## src/rtl/fx_chain.sv

```systemverilog
// Four-stage audio effect chain: input gain, clip/shape, volume, with a
// single global stall and a saturating clip-event counter.
module fx_chain #(
  parameter int IN_W      = 12,
  parameter int FXP_W     = 16,
  parameter int GAIN_W    = 11,
  parameter int GAIN_FRAC = 4,
  parameter int VOL_W     = 8,
  parameter int THRESH    = 2047
) (
  input  logic              clk,
  input  logic              rst,
  input  logic              i_valid,
  output logic              i_ready,
  input  logic [IN_W-1:0]   i_sample,
  input  logic [GAIN_W-1:0] i_par_gain,
  input  logic [1:0]        i_par_mode,
  input  logic [VOL_W-1:0]  i_par_vol,
  input  logic              i_clip_clr,
  output logic              o_valid,
  input  logic              o_ready,
  output logic [FXP_W-1:0]  o_sample,
  output logic [15:0]       o_clip_cnt
);

  localparam int GP_W = FXP_W + GAIN_W + 1;
  localparam int VP_W = FXP_W + VOL_W + 1;
  localparam logic signed [GP_W-1:0] G_MAX = GP_W'({1'b0, {(FXP_W-1){1'b1}}});
  localparam logic signed [GP_W-1:0] G_MIN = ~G_MAX;
  localparam logic signed [VP_W-1:0] V_MAX = VP_W'({1'b0, {(FXP_W-1){1'b1}}});
  localparam logic signed [VP_W-1:0] V_MIN = ~V_MAX;
  localparam logic signed [FXP_W:0]  THR   = (FXP_W+1)'(THRESH);

  function automatic logic signed [FXP_W-1:0] apply_gain(
    input logic signed [FXP_W-1:0] x,
    input logic [GAIN_W-1:0]       g
  );
    logic signed [GP_W-1:0] prod;
    prod = GP_W'(x) * GP_W'($signed({1'b0, g}));
    prod = prod >>> GAIN_FRAC;
    if (prod > G_MAX)      return G_MAX[FXP_W-1:0];
    else if (prod < G_MIN) return G_MIN[FXP_W-1:0];
    else                   return prod[FXP_W-1:0];
  endfunction

  function automatic logic signed [FXP_W-1:0] apply_vol(
    input logic signed [FXP_W-1:0] x,
    input logic [VOL_W-1:0]        v
  );
    logic signed [VP_W-1:0] prod;
    prod = VP_W'(x) * VP_W'($signed({1'b0, v}));
    prod = prod >>> 7;
    if (prod > V_MAX)      return V_MAX[FXP_W-1:0];
    else if (prod < V_MIN) return V_MIN[FXP_W-1:0];
    else                   return prod[FXP_W-1:0];
  endfunction

  logic                     en;
  logic                     vld_p0, vld_p1, vld_p2, vld_p3;
  logic signed [FXP_W-1:0]  x_p0, x_p1, x_p2, x_p3;
  logic [GAIN_W-1:0]        gain_p0;
  logic [1:0]               mode_p0, mode_p1;
  logic [VOL_W-1:0]         vol_p0, vol_p1, vol_p2;
  logic                     clip_p2;
  logic [15:0]              clip_cnt;

  logic signed [FXP_W:0]    ext_p1, mag_p1, soft_p1;
  logic                     over_p1, clip_p1;
  logic signed [FXP_W-1:0]  shaped_p1;

  // One enable for the whole chain: a stalled output freezes every stage.
  assign en         = !vld_p3 || o_ready;
  assign i_ready    = en;
  assign o_valid    = vld_p3;
  assign o_sample   = x_p3;
  assign o_clip_cnt = clip_cnt;

  // Magnitude is one bit wider so the most negative sample folds correctly.
  always_comb begin
    ext_p1    = {x_p1[FXP_W-1], x_p1};
    mag_p1    = x_p1[FXP_W-1] ? -ext_p1 : ext_p1;
    over_p1   = mag_p1 > THR;
    soft_p1   = THR + ((mag_p1 - THR) >>> 2);
    shaped_p1 = x_p1;
    clip_p1   = 1'b0;
    case (mode_p1)
      2'b01: if (over_p1) begin
        shaped_p1 = FXP_W'(x_p1[FXP_W-1] ? -THR : THR);
        clip_p1   = 1'b1;
      end
      2'b10: if (over_p1) begin
        shaped_p1 = FXP_W'(x_p1[FXP_W-1] ? -soft_p1 : soft_p1);
        clip_p1   = 1'b1;
      end
      2'b11: shaped_p1 = '0;
      default: ;
    endcase
  end

  always_ff @(posedge clk) begin
    if (rst) begin
      vld_p0  <= 1'b0;
      vld_p1  <= 1'b0;
      vld_p2  <= 1'b0;
      vld_p3  <= 1'b0;
      x_p0    <= '0;
      x_p1    <= '0;
      x_p2    <= '0;
      x_p3    <= '0;
      gain_p0 <= '0;
      mode_p0 <= '0;
      mode_p1 <= '0;
      vol_p0  <= '0;
      vol_p1  <= '0;
      vol_p2  <= '0;
      clip_p2 <= 1'b0;
    end else if (en) begin
      // S0: capture sample and its parameter set together
      vld_p0  <= i_valid;
      x_p0    <= FXP_W'($signed(i_sample));
      gain_p0 <= i_par_gain;
      mode_p0 <= i_par_mode;
      vol_p0  <= i_par_vol;
      // S1: input gain
      vld_p1  <= vld_p0;
      x_p1    <= apply_gain(x_p0, gain_p0);
      mode_p1 <= mode_p0;
      vol_p1  <= vol_p0;
      // S2: clip / shape
      vld_p2  <= vld_p1;
      x_p2    <= shaped_p1;
      vol_p2  <= vol_p1;
      clip_p2 <= clip_p1 && vld_p1;
      // S3: output volume
      vld_p3  <= vld_p2;
      x_p3    <= apply_vol(x_p2, vol_p2);
    end
  end

  // A clip is counted as its sample leaves S2; clear beats a same-cycle event.
  always_ff @(posedge clk) begin
    if (rst || i_clip_clr) begin
      clip_cnt <= '0;
    end else if (en && vld_p2 && clip_p2 && clip_cnt != 16'hFFFF) begin
      clip_cnt <= clip_cnt + 16'd1;
    end
  end

endmodule

```

## config.mk

```make
export PLATFORM = sky130hd
export DESIGN_NAME = fx_chain
export DESIGN_NICKNAME = d
export VERILOG_FILES = /design/src/rtl/fx_chain.sv
export SDC_FILE = /design/constraint.sdc
export NUM_CORES = 1
export LEC_CHECK = 0
export BUFFER_PORTS_ARGS = -buffer_cell sky130_fd_sc_hd__buf_4
export CAP_MARGIN = 20
export CORE_MARGIN = 2
export CORE_UTILIZATION = 45
export DETAILED_ROUTE_END_ITERATION = 8
export GPL_ROUTABILITY_DRIVEN = 0
export GPL_TIMING_DRIVEN = 0
export PLACE_DENSITY = 0.61
export SKIP_LAST_GASP = 1
export SYNTH_ARGS = -nofsm -noshare
export SYNTH_HDL_FRONTEND = slang
export SYNTH_SLANG_ARGS = --single-unit
```

## constraint.sdc

```tcl
create_clock -name clk -period 11.4 [get_ports clk]
set_input_delay 1.14 -clock clk [delete_from_list [all_inputs] [get_ports clk]]
set_output_delay 1.14 -clock clk [all_outputs]
set_load 0.05 [all_outputs]
```

## Yosys cells after proc, flatten, opt, wreduce, memory -nomap -nowiden

Index checks and enable logic that the tools add are counted.

- $add $sub $neg: 5
- $mul: 2
- Magnitude comparators: 5
- Equality and inequality tests: 4
- Muxes and demuxes: 12
- Reduce and logical (&&, ||, !) cells: 8

Operator list:

| kind | count |
|---|---|
| $mux W16 | 8 |
| $pmux W16 S3 | 1 |
| $mul A16 B9 Y25 | 1 |
| $mul A12 B12 Y24 | 1 |
| $gt A20 B16 Y1 const B | 1 |
| $lt A20 B16 Y1 const B | 1 |
| $gt A18 B16 Y1 const B | 1 |
| $lt A18 B16 Y1 const B | 1 |
| $gt A17 B12 Y1 const B | 1 |
| $mux W17 | 1 |
| $neg A16 Y17 | 1 |
| $sub A17 B12 Y17 const B | 1 |
| $add A12 B15 Y16 const A | 1 |
| $add A16 B1 Y16 const B | 1 |
| $ne A16 B16 Y1 const B | 1 |
| $neg A16 Y16 | 1 |
| $eq A2 B2 Y1 const B | 2 |
| $logic_and A1 B1 Y1 | 4 |
| $eq A2 B1 Y1 const B | 1 |
| $logic_or A1 B1 Y1 | 2 |
| $mux W1 | 2 |
| $reduce_or A2 Y1 | 1 |
| $logic_not A1 Y1 | 1 |

- Bits in registers: 120
- Bits of input ports: 38
- Output and inout bits: 34
- Word-level logic and storage cells: 52

## Depth between registers and ports, before layout

Gate-level depths: netlist of run 1.

- Depth in word-level cells: 8
- Gate-level depth with buffers: 24

## Least setup slack after synthesis of run 1

OpenSTA, ideal clock, no wires.

- Path type: register to register
- Start point: reg gain_p0[8]
- End point: reg x_p1[13]
- Setup time: 0.134 ns
- Arrival: 6.301 ns
- Data required time: 11.266 ns
- Slack: 4.965 ns
- Cell stages (with the launch flop): 23
- Buffers on the path: 2
- Clock period less this slack: 6.435 ns
- Path through: dfxtp_1 > clkbuf_1 > nand2_1 > fa_1 > inv_1 > fa_1 > fa_1 > fa_1 > inv_1 > fa_1 > inv_1 > ha_1 > a21o_1 > a21o_1 > a2111oi_0 > o21ai_0 > a31oi_1 > o21bai_1 > a21oi_1 > xnor2_1 > o32ai_1 > clkbuf_1 > o22ai_1

- Longest elaborated chain between the ends: 4
- Elaborated cells between the ends (all ways): 5

Ends and longest elaborated chain:

| element | RTL line | RTL |
|---|---|---|
| start, declared | 61 | `logic [GAIN_W-1:0] gain_p0;` |
| start signal, assigned | 121 | `gain_p0 <= i_par_gain;` |
| $mul A12 B12 Y24 (*) | 39 | `prod = GP_W'(x) * GP_W'($signed({1'b0, g}));` |
| $lt A20 B16 Y1 | 42 | `else if (prod < G_MIN) return G_MIN[FXP_W-1:0];` |
| $mux W16 | 42 |  |
| $mux W16 (*) | 41 | `if (prod > G_MAX) return G_MAX[FXP_W-1:0];` |
| end signal, assigned | 126 | `x_p1 <= apply_gain(x_p0, gain_p0);` |
| end, declared | 60 | `logic signed [FXP_W-1:0] x_p0, x_p1, x_p2, x_p3;` |

Every way passes the cells marked *; elsewhere a longest branch is shown, timed or not.
A chain may end at the register's enable or synchronous reset.

## Final worst setup path of run 1

- Start point: reg gain_p0[5]
- End point: reg x_p1[6]

Same word-level chain as after synthesis.

==> qor.csv, run 1 <==
stage;metric;value;unit
clock_tree;post-CTS setup buffer count;0;
worst_setup_path;CP required;11.68;ns
timing;RSZ-0062 raised after global routing;false;
route;Remaining DRCs;0;
power_and_ir_drop;switch share;46.5;%
floorplan;Die Ht;193;um
yosys;Post-synth EDFFs;0;
worst_setup_path;Critical Path AT;8.33;ns
yosys;FFs w/ async S/R, synth;0;%
timing;final setup fails;0;
timing;final hold violations;0;
yosys;post-synth top area share;28.1;%
floorplan;Core Area;35400;sq um
route;Initial DRT Pass Iterations;5;
power_and_ir_drop;Seq pwr share;21.5;%
worst_setup_path;Reg-to-Reg End;x_p1[6]$_SDFFE_PP0N_;
layout;most frequent cells in the layout;inv_1 (355), nand2_1 (300), fa_1 (226), dfxtp_1 (120), and2_1 (117);
clock_tree;Worst-path clk slew;0.06;ns
worst_setup_path;slowest CP cell;o32ai_1;
timing;relative slew slack;28.5;%
clock_tree;CTS tree;yes;
yosys;Synth Warn #;0;
worst_setup_path;CP Cell Sequence;clkbuf_1, nand2_1, fa_1, inv_1, fa_1, fa_1, fa_1, inv_1, fa_1, inv_1, ha_1, a21o_1, a21o_1, a2111oi_0, o21ai_0, a31oi_1, o21bai_1, a21oi_1, xnor2_1, o32ai_1, clkbuf_1, o32ai_1;
clock_tree;CTS Sinks;120;
timing;Least-Margin Pin Slew;1.07;ns
yosys;cell count after synthesis;1969;
yosys;Yosys cell types;83;
yosys;FF+latch count, synth;120;
power_and_ir_drop;combinational group share of total power;57.0;%
placed_design;I/O Buffers;71;
power_and_ir_drop;P_int;0.00136;W
yosys;sequential area share after synthesis;14.9;%
placed_design;dpl hpwl;33.8;mm
floorplan;Die Wd;193;um
worst_setup_path;flop2flop setup slack;3.35;ns
worst_setup_path;crit path to;x_p1[6]$_SDFFE_PP0N_;
yosys;leading area contributor after synthesis;fa_1;
floorplan;Rows;69;
timing;period utilization;70.6;%
min_path;Hold Path Origin;vol_p1[2]$_SDFFE_PP0N_;
yosys;Top FF cell, synth;dfxtp_1;
worst_setup_path;worst path bufs/invs;5;
floorplan;Initial Util;45.6;%
floorplan;area of the die;37400;sq um
global_route;vias in the first global route;13700;
layout;fillers;3469;
timing;max frequency;124;MHz
layout;fin nets;2429;
yosys;largest cells by area after synthesis;fa_1 (28%), dfxtp_1 (15%), inv_1 (8.3%);
route;antenna viol nets, final;0;
worst_setup_path;Crit path top cell by count;fa_1;
worst_setup_path;CP startpoint;gain_p0[5]$_SDFFE_PP0N_;
clock_tree;post-cts sizing count;0;
global_route;first-pass GRT wire length;70.7;mm
worst_setup_path;crit path launch type;register;
yosys;mean post-synth cell area;8.19;sq um
worst_setup_path;Worst R2R Path Depth;22;
worst_setup_path;CP delay by family, top;compound AO/OA/AOI/OAI gates;
worst_setup_path;Crit path depth;22;
worst_setup_path;Crit path largest cell delay;0.92;ns
timing;setup TNS;0;ns
clock_tree;hold_buf cts;0;
clock_tree;Clk Tree Root Cell;clkbuf_16;
worst_setup_path;R2R Path Start;gain_p0[5]$_SDFFE_PP0N_;
power_and_ir_drop;Cell Pwr Density;142;nW/um^2
worst_setup_path;CP max FO;10;
global_route;initial antenna violation count;1;
timing;clock skew;0.0116;ns
status;outcome;finished clean;
timing;shortest period the worst path allows;8.05;ns
clock_tree;Skew-Pair Late Insertion Delay;0.44;ns
yosys;mapped cell area;16100;sq um
layout;most common cell after layout, fill and taps aside;inv_1;
route;vias after detailed routing;13300;
layout;area occupied by multi-input gates;12000;sq um
run;Max-cap violations;0;
layout;Synth-to-Final Area Change;10.5;%
layout;Storage cell area;2400;sq um
clock_tree;H-tree depth;4;
layout;Antenna Cells;0;
power_and_ir_drop;Sw Pwr;0.00118;W
power_and_ir_drop;Max VDD drop;0.000118;V
route;DR iter-0 viols;883;
yosys;syn_nets;2339;
timing;Min Hold Slack;0.452;ns
clock_tree;clock buffer depth;2;
route;routed vias/inst;5.24;
global_route;GR Util All Layers;23.3;%
timing;max-slew violations;0;
worst_setup_path;CP Capture Type;register;
global_route;total gr overflow;0;
route;total wire length;41.2;mm
power_and_ir_drop;LEAKAGE;8.68;nW
clock_tree;cts bufs inserted;17;
layout;share of cells above drive strength 1;6.37;%
worst_setup_path;critical path type;reg2reg;
min_path;Hold Crit Class;reg2reg;
floorplan;I/O pin cnt;72;
global_route;largest net degree at the start of global routing;17;
route;post-DR wirelength/cell;16.3;um
power_and_ir_drop;power share of the clock group;21.5;%
registers in the layout, summed over array words and instances (netlist names):
signal	cells
vld_p2	1
x_p1	16
o_sample	16
vol_p1	8
mode_p1	2
clip_p2	1
o_valid	1
o_clip_cnt	16
x_p2	16
gain_p0	11
vld_p0	1
vol_p0	8
vld_p1	1
vol_p2	8
x_p0	12
mode_p0	2
cells in the mapped netlist (all sizes together) (9+ instances only):
master and number:
a211oi 22, a21o 22, a21oi 90, and2 117
and3 9, buf 22, clkbuf 86, dfxtp 120
fa 226, ha 106, inv 355, nand2 300
nand2b 20, nand3 17, nor2 103, nor3 20
o211ai 9, o21a 11, o21ai 41, o21bai 10
o31ai 11, o32ai 16, or3 23, xnor2 50
xor2 39
power groups by stage:
stage	clock network, W	logic (W)	registers, W
5_1_grt	0.000575	0.00161	0.000553
2_1_floorplan	0	0.00108	0.000565
4_1_cts	0.000555	0.00144	0.000543
3_3_place_gp	0	0.00141	0.000550
6_report	0.000545	0.00144	0.000544
3_5_place_dp	0	0.00143	0.000552
metal layers:
metal	GRT usage [%]	wire length [um]	vias to the layer above
met1	33.6	20100	6572
met2	38.2	18800	256
li1	-	-	6416
met4	4.69	635	0
met5	0	0	-
met3	2.34	1680	37
worst reg2reg max path: stages (launching register included):
cell	delay, ns
dfxtp_1	0.42
clkbuf_1	0.47
nand2_1	0.16
fa_1	0.56
inv_1	0.05
fa_1	0.52
fa_1	0.44
fa_1	0.55
inv_1	0.05
fa_1	0.56
inv_1	0.05
ha_1	0.37
a21o_1	0.19
a21o_1	0.17
a2111oi_0	0.70
o21ai_0	0.30
a31oi_1	0.35
o21bai_1	0.10
a21oi_1	0.26
xnor2_1	0.10
o32ai_1	0.92
clkbuf_1	0.43
o32ai_1	0.17
cell type report:
class / count / share of cell area [%]
sequential: 120 / 13.5
clock inverter: 12 / 0.653
multi-input combinational: 1385 / 67.1
clock buffer: 20 / 2.62
tap: 461 / 3.24
inverter: 356 / 7.50
buffer: 108 / 2.41
timing repair buffer: 71 / 2.99
how the worst min path moves through the flow:
stage	to	slack, ns	cells after the start
after CTS	vol_p1[2]$_SDFFE_PP0N_	0.45	2
after floorplan	mode_p0[0]$_SDFFE_PP0N_	0.43	2
final	vol_p1[2]$_SDFFE_PP0N_	0.45	2
after global placement	vol_p0[3]$_SDFFE_PP0N_	0.44	2
after global routing	vol_p1[3]$_SDFFE_PP0N_	0.47	2
after detailed placement	vol_p2[1]$_SDFFE_PP0N_	0.45	2
cell families (layout without fill, tap and decap cells):
kind of cell,after synthesis,after routing,synth area share (%)
flip-flops,120,120,14.9
XOR/XNOR,91,91,5.17
buffers and inverters,464,567,10.9
AO/OA/AOI/OAI,298,298,12.9
multiplexers,7,7,0.466
adder cells (fa/ha/maj),332,332,36.3
AND/OR/NAND/NOR,657,657,19.4
through the flow:
stage | total power [W] | instances | utilization (%) | setup WS [ns] | area [sq um]
final | 0.00253 | 2533 | 50.3 | 3.35 | 17800
after global routing | 0.00273 | 2533 | 50.3 | 2.77 | 17800
after detailed placement | 0.00198 | 2501 | 48.7 | 3.44 | 17200
after global placement | 0.00196 | 2501 | 48.7 | 3.43 | 17200
after CTS | 0.00253 | 2533 | 50.3 | 3.42 | 17800
after floorplan | 0.00164 | 1969 | - | 4.96 | 16100
No activity file was read; power rests on OpenSTA's default activity.
==> run 2, diff against run 1 <==
- ABC_AREA: unset -> 1
- PLACE_DENSITY: 0.61 -> 0.64
- clock period: 11.4 -> 7.24 ns (I/O delays scaled with it)
==> run 2 against run 1 <==
  * Wire length fell by 4.8%
  * Final cell count rose by 11%
  * Die area is 0.29% higher
  * Critical endpoint is now x_p1[14]$_SDFFE_PP0N_
  * Register-to-register slack worse by 2.6 ns
  * Largest cell class unchanged
  * Count of clock-buffer cells in the layout is the same
==> qor.csv, run 2 <==
stage;metric;value;unit
layout;fin nets;2702;
power_and_ir_drop;total power;0.00414;W
clock_tree;Worst-path clk slew;0.06;ns
yosys;Top FF cell, synth;dfxtp_1;
yosys;syn_nets;2611;
worst_setup_path;flop2flop setup slack;0.73;ns
worst_setup_path;crit path launch type;register;
clock_tree;Clk Tree Root Cell;clkbuf_16;
yosys;Synth Warn #;0;
layout;most common cell after layout, fill and taps aside;inv_1;
layout;most frequent cells in the layout;inv_1 (545), nand2_1 (484), fa_1 (226), nor2_1 (155), o21ai_0 (142);
clock_tree;CTS Sinks;120;
floorplan;I/O pin cnt;72;
status;outcome;finished clean;
power_and_ir_drop;Cell Pwr Density;231;nW/um^2
route;routed vias/inst;4.87;
clock_tree;cts bufs inserted;17;
yosys;FFs w/ async S/R, synth;0;%
yosys;mean post-synth cell area;7.22;sq um
clock_tree;CTS tree;yes;
yosys;post-synth top area share;28.0;%
yosys;largest cells by area after synthesis;fa_1 (28%), dfxtp_1 (15%), inv_1 (13%);
route;DR iter-0 viols;786;
global_route;vias in the first global route;14000;
floorplan;area of the die;37500;sq um
timing;max-slew violations;0;
yosys;most instantiated cells after synthesis;inv_1 (545), nand2_1 (484), fa_1 (226);
floorplan;Die Wd;194;um
timing;final setup fails;0;
timing;shortest period the worst path allows;6.51;ns
yosys;cell count after synthesis;2241;
yosys;Post-synth EDFFs;0;
run;Max-cap violations;0;
global_route;GR Util All Layers;22.0;%
clock_tree;Skew-Pair Late Insertion Delay;0.42;ns
global_route;total gr overflow;0;
worst_setup_path;CP required;7.59;ns
yosys;Yosys cell types;54;
layout;fillers;3513;
yosys;top-count cell post-synth;inv_1;
yosys;FF+latch count, synth;120;
layout;share of cells above drive strength 1;8.19;%
timing;max frequency;154;MHz
worst_setup_path;Critical Path AT;6.85;ns
layout;Antenna Cells;0;
timing;Least-Margin Pin Slew;0.740;ns
clock_tree;H-tree depth;4;
route;total wire length;39.2;mm
global_route;initial antenna violation count;0;
timing;clock skew;0.0107;ns
placed_design;I/O Buffers;71;
floorplan;Rows;69;
placed_design;dpl hpwl;32.8;mm
timing;period utilization;89.9;%
yosys;sequential area share after synthesis;14.9;%
yosys;mapped cell area;16200;sq um
clock_tree;clock buffer depth;2;
power_and_ir_drop;Max VDD drop;0.000200;V
clock_tree;post-cts sizing count;0;
layout;Synth-to-Final Area Change;10.9;%
timing;RSZ-0062 raised after global routing;false;
min_path;Hold Crit Class;reg2reg;
worst_setup_path;critical path type;reg2reg;
timing;setup TNS;0;ns
yosys;leading area contributor after synthesis;fa_1;
route;Initial DRT Pass Iterations;5;
route;Remaining DRCs;0;
clock_tree;post-CTS setup buffer count;0;
power_and_ir_drop;LEAKAGE;10.0;nW
worst_setup_path;CP Capture Type;register;
route;antenna viol nets, final;0;
floorplan;Die Ht;194;um
global_route;largest net degree at the start of global routing;17;
timing;final hold violations;0;
floorplan;Core Area;35500;sq um
worst_setup_path;CP max FO;10;
global_route;first-pass GRT wire length;68.0;mm
route;vias after detailed routing;13700;
route;post-DR wirelength/cell;14.0;um
floorplan;Initial Util;45.6;%
clock_tree;hold_buf cts;0;
timing;relative slew slack;50.0;%
==> run 2: layout make-up <==
| cell class | instances | area [sq um] | area share [%] |
|---|---|---|---|
| multi-input combinational | 1469 | 11300 | 62.9 |
| sequential | 120 | 2400 | 13.4 |
| inverter | 553 | 2080 | 11.6 |
| tap | 461 | 577 | 3.22 |
| timing repair buffer | 72 | 544 | 3.04 |
| clock buffer | 20 | 447 | 2.49 |
| buffer | 99 | 410 | 2.29 |
| clock inverter | 12 | 189 | 1.05 |
==> run 2: path summary, 6_finish.rpt <==
kind / from / to / cells past startpoint
max: gain_p0[5]$_SDFFE_PP0N_ / x_p1[14]$_SDFFE_PP0N_ / 23
min: o_clip_cnt[8]$_SDFFE_PP0P_ / o_clip_cnt[8]$_SDFFE_PP0P_ / 2
max reg2reg: gain_p0[5]$_SDFFE_PP0N_ / x_p1[14]$_SDFFE_PP0N_ / 23
min reg2reg: o_clip_cnt[8]$_SDFFE_PP0P_ / o_clip_cnt[8]$_SDFFE_PP0P_ / 2
==> run 2: power breakdown <==
group          internal, W  switching, W
logic             0.000792       0.00156
clock network     0.000592      0.000340
registers         0.000764     0.0000930
total              0.00215       0.00200
==> run 2: logic make-up after synthesis <==
kind of cell	Yosys count	synth area share, %
flops	120	14.9
compound gates	297	9.95
buf+inv	652	15.4
simple gates	792	20.9
fa+ha+maj	332	36.2
xor+xnor	48	2.72
==> run 2: layer usage <==
layer	wire (um)	GRT usage (%)	up-vias	share of wire (%)
met5	0	0	-	0
met4	627	5.32	0	1.6
met3	1520	2.98	46	3.9
met2	18600	37.7	272	47
met1	18500	29.5	6504	47
li1	-	-	6839	-
==> run 2: critical path, cell delays in order (launching register included) <==
cell      delay, ns
dfxtp_1        0.45
clkbuf_1       0.43
nand2_1        0.15
fa_1           0.55
inv_1          0.14
fa_1           0.64
inv_1          0.12
fa_1           0.45
fa_1           0.47
fa_1           0.56
inv_1          0.05
ha_1           0.26
clkbuf_1       0.25
nand2_1        0.11
nor4_1         0.45
o21ai_1        0.17
nand4_1        0.11
a31oi_1        0.07
xnor2_1        0.32
inv_1          0.12
nand2_2        0.16
buf_4          0.19
nand2_1        0.07
a21oi_1        0.13
==> run 2: through the flow <==
step | utilization [%] | hold slack (ns) | instance area, sq um | setup WS, ns | cells
global route | 50.5 | 0.489 | 17900 | 0.198 | 2806
CTS | 50.5 | 0.475 | 17900 | 0.709 | 2806
detailed placement | 48.7 | 0.466 | 17300 | 0.761 | 2774
finish | 50.5 | 0.470 | 17900 | 0.735 | 2806
floorplan | - | 0.440 | 16200 | 1.67 | 2241
global placement | 48.7 | 0.459 | 17300 | 0.798 | 2773
==> run 3, diff against run 2 <==
- CORE_UTILIZATION: 45 -> 35
- PLACE_DENSITY: 0.64 -> 0.52
==> run 3 against run 2 <==
  * Maximum frequency grew 0.17%
  * Global-route usage shrank 3.7 points
  * Count of clock-buffer cells in the layout shrank 3
  * Wire length grew 3.8%
  * Largest power group unchanged
  * Non-clock buffer count shrank 1
==> qor.csv, run 3 (same netlist as run 2, synthesis figures left out) <==
stage;metric;value;unit
clock_tree;Skew-Pair Late Insertion Delay;0.44;ns
route;antenna viol nets, final;0;
timing;relative slew slack;38.1;%
floorplan;Rows;78;
worst_setup_path;CP Cell Sequence;clkbuf_1, clkbuf_1, nand2_1, fa_1, fa_1, inv_1, fa_1, inv_1, fa_1, inv_1, ha_1, nand2_1, nor3_1, nand2_1, o21ai_2, nand2_1, nand2_1, a31oi_1, xnor2_1, inv_1, o21a_1, buf_6, a21oi_1;
clock_tree;CTS Sinks;120;
layout;fin nets;2701;
clock_tree;H-tree depth;4;
min_path;hold endpoint;o_clip_cnt[8]$_SDFFE_PP0P_;
min_path;Hold Crit Class;reg2reg;
floorplan;Core Area;45500;sq um
placed_design;post-placement cell count;2912;
power_and_ir_drop;Max VDD drop;0.000165;V
worst_setup_path;flop2flop setup slack;0.75;ns
min_path;Worst Hold Depth;2;
worst_setup_path;CP max FO;10;
global_route;total gr overflow;0;
worst_setup_path;Crit path largest cell delay;0.55;ns
status;outcome;finished clean;
layout;Synth-to-Final Area Change;11.6;%
worst_setup_path;Critical Path AT;6.87;ns
route;Remaining DRCs;0;
route;post-DR wirelength/cell;13.8;um
worst_setup_path;critical path type;reg2reg;
timing;Least-Margin Pin Slew;0.925;ns
timing;max frequency;154;MHz
global_route;initial antenna violation count;0;
layout;Antenna Cells;0;
route;vias after detailed routing;13600;
worst_setup_path;Crit path top cell by count;nand2_1;
route;routed vias/inst;4.63;
timing;final hold violations;0;
global_route;first-pass GRT wire length;70.3;mm
clock_tree;cts bufs inserted;17;
timing;PnR worst setup slack;0.746;ns
route;DR iter-0 viols;700;
global_route;GR Util All Layers;18.4;%
power_and_ir_drop;LEAKAGE;10.0;nW
clock_tree;post-cts sizing count;0;
global_route;vias in the first global route;14100;
timing;shortest period the worst path allows;6.49;ns
placed_design;dpl hpwl;34.4;mm
worst_setup_path;Reg-to-Reg End;o_sample[14]$_SDFFE_PP0N_;
worst_setup_path;R2R Path Start;vol_p2[4]$_SDFFE_PP0N_;
clock_tree;Clk Tree Root Cell;clkbuf_16;
route;total wire length;40.7;mm
timing;setup TNS;0;ns
timing;max-slew violations;0;
placed_design;I/O Buffers;71;
global_route;largest net degree at the start of global routing;17;
timing;final setup fails;0;
layout;share of cells above drive strength 1;8.23;%
timing;Min Hold Slack;0.464;ns
floorplan;Die Wd;219;um
clock_tree;hold_buf cts;0;
layout;most frequent cells in the layout;inv_1 (545), nand2_1 (484), fa_1 (226), nor2_1 (155), o21ai_0 (142);
timing;period utilization;89.7;%
worst_setup_path;slowest CP cell;clkbuf_1;
placed_design;total placed instance area;17500;sq um
clock_tree;CTS tree;yes;
layout;filler-free cell count of the finished design;2944;
clock_tree;post-CTS setup buffer count;0;
floorplan;area of the die;47900;sq um
power_and_ir_drop;Cell Pwr Density;227;nW/um^2
clock_tree;Worst-path clk slew;0.06;ns
run;Max-cap violations;0;
layout;Final Cell Area;18000;sq um
layout;fillers;4920;
layout;most common cell after layout, fill and taps aside;inv_1;
timing;RSZ-0062 raised after global routing;false;
floorplan;I/O pin cnt;72;
worst_setup_path;Worst R2R Path Depth;23;
clock_tree;clock buffer depth;2;
worst_setup_path;CP required;7.62;ns
route;Initial DRT Pass Iterations;5;
timing;clock skew;0.0142;ns
placed_design;post-placement setup slack;0.793;ns
floorplan;Initial Util;35.6;%
worst_setup_path;crit path launch type;register;
min_path;Hold Path Origin;o_clip_cnt[8]$_SDFFE_PP0P_;
floorplan;Die Ht;219;um
worst_setup_path;CP Capture Type;register;
==> run 3: changes by cell type in the layout (fill, tap and decap cells not counted), sizes merged <==
cell,change
clkbuf,-3
inv,+3
bufinv,-2
clkinv,+2
buf,-1
==> run 3: layout make-up <==
| type | instances | area [sq um] | share of cell area [%] |
|---|---|---|---|
| Clock inverter | 15 | 164 | 0.908 |
| Buffer | 99 | 410 | 2.27 |
| Inverter | 553 | 2080 | 11.5 |
| Multi-Input combinational cell | 1469 | 11300 | 62.5 |
| Timing Repair Buffer | 71 | 533 | 2.95 |
| Sequential cell | 120 | 2400 | 13.3 |
| Clock buffer | 17 | 425 | 2.36 |
| Tap cell | 600 | 751 | 4.16 |
==> run 3: per-layer routing <==
metal	global-route usage, %	up-vias	part of all wire [%]
met1	25.5	6545	50
met4	5.27	0	1.9
met5	0	-	0
met3	2.51	35	3.3
met2	29.9	197	45
li1	-	6847	-
==> run 3: per-stage QoR <==
stage               total power (W)  util, %
floorplan                   0.00268        -
global placement            0.00322     38.4
detailed placement          0.00325     38.4
CTS                         0.00414     39.7
global route                0.00451     39.7
finish                      0.00410     39.7
==> run 3: worst max-delay path by stage <==
stage / cells after the start / from / to
6_report: 23 / vol_p2[4]$_SDFFE_PP0N_ / o_sample[14]$_SDFFE_PP0N_
2_1_floorplan: 24 / gain_p0[5]$_SDFFE_PP0N_ / x_p1[13]$_SDFFE_PP0N_
3_5_place_dp: 23 / vol_p2[4]$_SDFFE_PP0N_ / o_sample[14]$_SDFFE_PP0N_
5_1_grt: 24 / x_p0[11]$_SDFFE_PP0N_ / x_p1[14]$_SDFFE_PP0N_
3_3_place_gp: 23 / vol_p2[4]$_SDFFE_PP0N_ / o_sample[11]$_SDFFE_PP0N_
4_1_cts: 23 / vol_p2[4]$_SDFFE_PP0N_ / o_sample[6]$_SDFFE_PP0N_
==> run 3: critical path: cells and delay by family (launching register included) <==
family / cells / cell delay, ns
xor+xnor: 1 / 0.55
fa+ha+maj: 5 / 2.44
simple gates: 6 / 0.81
buf+inv: 7 / 1.53
flops: 1 / 0.30
compound gates: 4 / 0.77
==> run 3: power breakdown <==
part | internal, W | total [W] | switching [W] | leakage (nW)
clock | 0.000513 | 0.000869 | 0.000355 | 0.291
combinational | 0.000790 | 0.00238 | 0.00159 | 8.73
sequential | 0.000764 | 0.000858 | 0.0000943 | 0.989
